File: config.mk
export PLATFORM = sky130hd
export DESIGN_NAME = linelength
export DESIGN_NICKNAME = d
export VERILOG_FILES = /design/src/rtl/linelength_pkg.sv /design/src/rtl/linelength_window_buf.sv /design/src/rtl/linelength.sv
export SDC_FILE = /design/constraint.sdc
export NUM_CORES = 1
export LEC_CHECK = 0
export CAP_MARGIN = 20
export CORE_MARGIN = 2
export CORE_UTILIZATION = 50
export CTS_CLUSTER_SIZE = 20
export DETAILED_ROUTE_END_ITERATION = 10
export GPL_ROUTABILITY_DRIVEN = 0
export MAX_ROUTING_LAYER = met4
export PLACE_DENSITY = 0.65
export SYNTH_ARGS = -nofsm -noshare
export SYNTH_HDL_FRONTEND = slang
export SYNTH_SLANG_ARGS = --single-unit
File: constraint.sdc
create_clock -name clk -period 11.4 [get_ports clk]
set_clock_uncertainty 0.2 [all_clocks]
set_input_delay 2.28 -clock clk [delete_from_list [all_inputs] [get_ports clk]]
set_output_delay 2.28 -clock clk [all_outputs]
set_load 0.005 [all_outputs]
File: src/rtl/linelength_pkg.sv
// rtl/linelength_pkg.sv - default geometry shared by the line-length feature block
package linelength_pkg;
  localparam int LL_DEFAULT_DATA_WIDTH = 31;
  localparam int LL_DEFAULT_WIN_LEN    = 16;
endpackage

File: src/rtl/linelength_window_buf.sv
// rtl/linelength_window_buf.sv - circular buffer of absolute differences
// Presents the oldest entry (at the write pointer) before it is overwritten.
module ll_window_buf #(
  parameter int ENTRY_W = 33,
  parameter int DEPTH   = 16
) (
  input  logic               clk_i,
  input  logic               rst_ni,
  input  logic               we_i,
  input  logic [ENTRY_W-1:0] wdata_i,
  output logic [ENTRY_W-1:0] oldest_o
);
  localparam int PTR_W = $clog2(DEPTH);

  logic [ENTRY_W-1:0] mem_q [DEPTH];
  logic [PTR_W-1:0]   wp_q;

  assign oldest_o = mem_q[wp_q];

  // DEPTH is a power of two, so the pointer wraps by natural overflow
  always_ff @(posedge clk_i or negedge rst_ni) begin
    if (!rst_ni) begin
      for (int i = 0; i < DEPTH; i++) mem_q[i] <= '0;
      wp_q <= '0;
    end else if (we_i) begin
      mem_q[wp_q] <= wdata_i;
      wp_q        <= wp_q + 1'b1;
    end
  end
endmodule

File: src/rtl/linelength.sv
// rtl/linelength.sv - windowed line length: running sum of |x[n]-x[n-1]|
// Output saturates to the largest positive signed value.
module linelength
  import linelength_pkg::*;
#(
  parameter int data_width = LL_DEFAULT_DATA_WIDTH,
  parameter int win_len    = LL_DEFAULT_WIN_LEN
) (
  input  logic                  clk,
  input  logic                  rst,
  input  logic [data_width:0]   din,
  input  logic                  en,
  output logic [data_width:0]   dout
);
  localparam int LL_LOG2_WIN = $clog2(win_len);
  localparam int AD_W        = data_width + 2;
  localparam int ACC_W       = data_width + 2 + LL_LOG2_WIN;
  localparam logic [ACC_W-1:0] SAT_LIMIT = {{(ACC_W - data_width){1'b0}}, {data_width{1'b1}}};

  logic [data_width:0] prev_q;
  logic                first_q;
  logic [ACC_W-1:0]    acc_q, acc_d;
  logic [data_width:0] dout_q, dout_d;
  logic [AD_W-1:0]     diff, ad, oldest;

  ll_window_buf #(
    .ENTRY_W (AD_W),
    .DEPTH   (win_len)
  ) u_buf (
    .clk_i    (clk),
    .rst_ni   (rst),
    .we_i     (en),
    .wdata_i  (ad),
    .oldest_o (oldest)
  );

  // One extra bit of sign extension keeps the difference from overflowing
  always_comb begin
    diff   = {din[data_width], din} - {prev_q[data_width], prev_q};
    ad     = diff[AD_W-1] ? -diff : diff;
    if (first_q) ad = '0;
    acc_d  = acc_q + {{LL_LOG2_WIN{1'b0}}, ad} - {{LL_LOG2_WIN{1'b0}}, oldest};
    dout_d = (acc_d > SAT_LIMIT) ? {1'b0, {data_width{1'b1}}} : acc_d[data_width:0];
  end

  always_ff @(posedge clk or negedge rst) begin
    if (!rst) begin
      prev_q  <= '0;
      first_q <= 1'b1;
      acc_q   <= '0;
      dout_q  <= '0;
    end else if (en) begin
      prev_q  <= din;
      first_q <= 1'b0;
      acc_q   <= acc_d;
      dout_q  <= dout_d;
    end
  end

  assign dout = dout_q;
endmodule

==> summary.txt <==
Synthesis
  • Distinct cell type count after synthesis: 94
  • Syn nets: 3327
  • Main flop type after synthesis: dfrtp_1
  • Post-Synth Adder-Cell Area: 0.0481
  • Synth Area in Compound Gates: 0.174
  • Post-synthesis simple-gate area fraction: 0.117
  • Post-synth EDFFs: 0
  • Post-Syn Area: 33400 um^2
  • Most frequent cell after synthesis: dfrtp_1
  • Main combinational cell family by area after synthesis: compound AO/OA/AOI/OAI gates
  • Sequential share of the synthesized area: 0.475
  • Warnings from Yosys: 0
  • Synth area leader: dfrtp_1
  • Seq cells post-synth: 634
  • Synth cell count leaders: dfrtp_1 (633), nand2_1 (553), o21ai_0 (488)
  • Synth top area cells: dfrtp_1 (47%), mux4_2 (11%), o21ai_0 (7.3%)
  • XOR/XNOR share of the synthesized area: 0.0193
  • Post-synth ARST share: 1.00
  • Gate Count Post-Synth: 3184
  • Post-synth top area share: 0.475
  • Synthesized area per cell: 10.5 um^2
  • Multiplexer share of the synthesized area: 0.121

Clock network
  • CTS max path bufs: 3
  • Cts bufs inserted: 69
  • CTS clk-pin slew, worst paths: 60 ps
  • Post-CTS sizing: 0
  • Clock H-tree levels: 3
  • Clock sinks: 634
  • CTS tree: built
  • Quantity of hold-fixing buffers added after cts: 0
  • Setup Fix Bufs, Post-CTS: 0
  • Root Buffer: clkbuf_16
  • Worst-skew pair later-pin latency: 630 ps

Detailed routing
  • DRT antenna net count: 0
  • Final WL: 94300 um
  • Avg Vias per Cell: 6.32
  • Routed via count: 25600
  • Drc violations: 0
  • DRT Pass-1 Iters: 6
  • 1st-iter DRT viols: 2771
  • Wire length per cell: 23.3 um

Setup path
  • Worst r2r dst: dout[3]
  • Critical path class: in2reg
  • Crit. End Element: register
  • Worst path top cell family by delay: simple AND/OR/NAND/NOR gates
  • Worst reg2reg path depth: 23
  • Startpoint Class: input pin
  • Reg-to-reg slack, setup: 3080 ps
  • CP bufs+invs: 4
  • WP data arrival: 10430 ps
  • Setup crit start: din[0]
  • Max incr delay on CP: 980 ps
  • Max stage delay cell, worst path: nor4_4
  • Worst path depth: 25
  • Worst R2R Start: prev_q[0]
  • Critical path destination: dout[3]
  • Critical Path RT: 11700 ps
  • Critical Path Fanout Max: 31

Final layout
  • Share of cells above drive strength 1: 0.134
  • P&R area growth vs syn: 11.3%
  • # fillers: 5469
  • Final #Nets: 3281
  • Design area: 37100 um^2
  • Ant. Diodes: 0
  • Util after Layout: 0.563

STA
  • Pins Over Slew Limit: 0
  • Slew @ Worst Pin: 1240 ps
  • Final Setup Violations: 0
  • Shortest period the worst path allows: 10130 ps
  • Tcrit/Tclk final: 0.888
  • Achievable Freq: 0.0987 GHz
  • Unrepaired setup endpoints after global routing: no
  • Setup_tns: 0 ps
  • Max-slew headroom: 0.170
  • Final-report hold violation count: 0

Die
  • Rows: 94
  • Die area: 68800 um^2
  • Die H: 262 um
  • Starting Density: 0.506
  • Core area: 66000 um^2
  • Number of top-level pins: 67
  • Die width: 262 um

GRT
  • Maximum number of pins on one net before global-route repair: 175
  • GRT Resource Usage Total: 0.285
  • Global-route wire length before repair: 149000 um
  • Total gr overflow: 0
  • Initial antenna violation count: 0
  • Vias in the first global route: 25300

Place
  • Number of buffers added on ports: 66
  • Hpwl dp: 60000 um
  • DP Area: 34700 um^2

Worst hold path
  • HP Class: reg2reg

Flow run
  • Max-Cap Viols: 0

Outcome
  • Status: finished, final reports clean
## sequential cells by signal (all words and copies together) (netlist names)
signal and cells:
u_buf.mem_q 528, acc_q 37, dout 32, prev_q 32, u_buf.wp_q 4, first_q 1
## per-layer routing
metal | GRT usage | share of wire | vias up
li1 | - | - | 11400
met5 | - | 0 | -
met1 | 0.403 | 0.44 | 12900
met2 | 0.422 | 0.45 | 1153
met3 | 0.0482 | 0.083 | 176
met4 | 0.0961 | 0.029 | 0
## layout make-up
class	instances	area [um^2]	share of cell area
Sequential cell	634	15900	0.427
Multi-Input combinational cell	2168	16100	0.433
Timing Repair Buffer	130	1250	0.0336
Clock inverter	28	393	0.0106
Inverter	135	507	0.0136
Tap cell	864	1080	0.0291
Clock buffer	94	1950	0.0525
## worst reg2reg max path, cell delays in order (launching register included)
cell	delay [ps]
dfrtp_1	380
ha_1	240
fa_1	410
xor2_1	730
nand3_1	390
a31oi_1	250
o211ai_1	200
nor3_1	270
nand4_1	340
and4_1	370
nor4_4	980
fa_1	580
inv_1	70
ha_1	340
a21o_1	200
a31oi_1	190
o21ai_0	130
a21oi_1	320
o21ai_0	230
a221oi_1	410
xnor2_1	170
xnor2_2	160
buf_4	240
o32a_1	400
## kinds of logic after synthesis
logic type               Yosys count
flip-flops                       634
buffers and inverters            382
AND/OR/NAND/NOR                  880
adder cells (fa/ha/maj)          108
multiplexers                     197
XOR/XNOR                          70
AO/OA/AOI/OAI                    913
## through the flow
| stage | setup WS [ps] | instances | hold WS, ps |
|---|---|---|---|
| 3_3_place_gp | 735 | 3925 | 256 |
| 4_1_cts | 1050 | 4047 | 279 |
| 2_1_floorplan | 2820 | 3184 | 245 |
| 3_5_place_dp | 448 | 3925 | 265 |
| 6_report | 1270 | 4053 | 274 |
| 5_1_grt | 886 | 4053 | 294 |
## cell usage in the layout, fill, tap and decap left out, types with 11 or more instances in the layout
cell,n
dfrtp_1,629
nand2_1,553
o21ai_0,488
mux4_2,165
inv_1,135
a22o_1,112
nor2_1,89
ha_1,74
clkbuf_16,70
a21oi_1,68
clkdlybuf4s50_1,64
buf_4,57
nor3_1,56
xnor2_1,36
nand4_1,34
fa_1,34
a21o_1,31
o32a_1,31
xor2_1,28
nand3_1,27
a31oi_1,26
o21ai_1,22
mux2i_1,22
a32oi_1,16
nand2b_1,14
o21a_1,13
nand3_2,13
and2_1,13
clkbuf_1,13
and3_1,12
o21ai_2,12
clkinv_2,12
or3_1,11
clkbuf_8,11
## worst min path at each step
| stage | startpoint | end | slack (ps) | depth (start not counted) |
|---|---|---|---|---|
| 3_3_place_gp | u_buf.mem_q[324] | u_buf.mem_q[324] | 260 | 2 |
| 3_5_place_dp | u_buf.mem_q[461] | u_buf.mem_q[461] | 270 | 2 |
| 4_1_cts | u_buf.mem_q[478] | u_buf.mem_q[478] | 280 | 2 |
| 5_1_grt | u_buf.mem_q[24] | u_buf.mem_q[24] | 290 | 2 |
| 6_report | u_buf.mem_q[478] | u_buf.mem_q[478] | 270 | 2 |
| 2_1_floorplan | u_buf.mem_q[165] | u_buf.mem_q[165] | 240 | 2 |
Power is not shown: default switching activity piles up to over one toggle a cycle in this logic, so the estimate is an artifact.
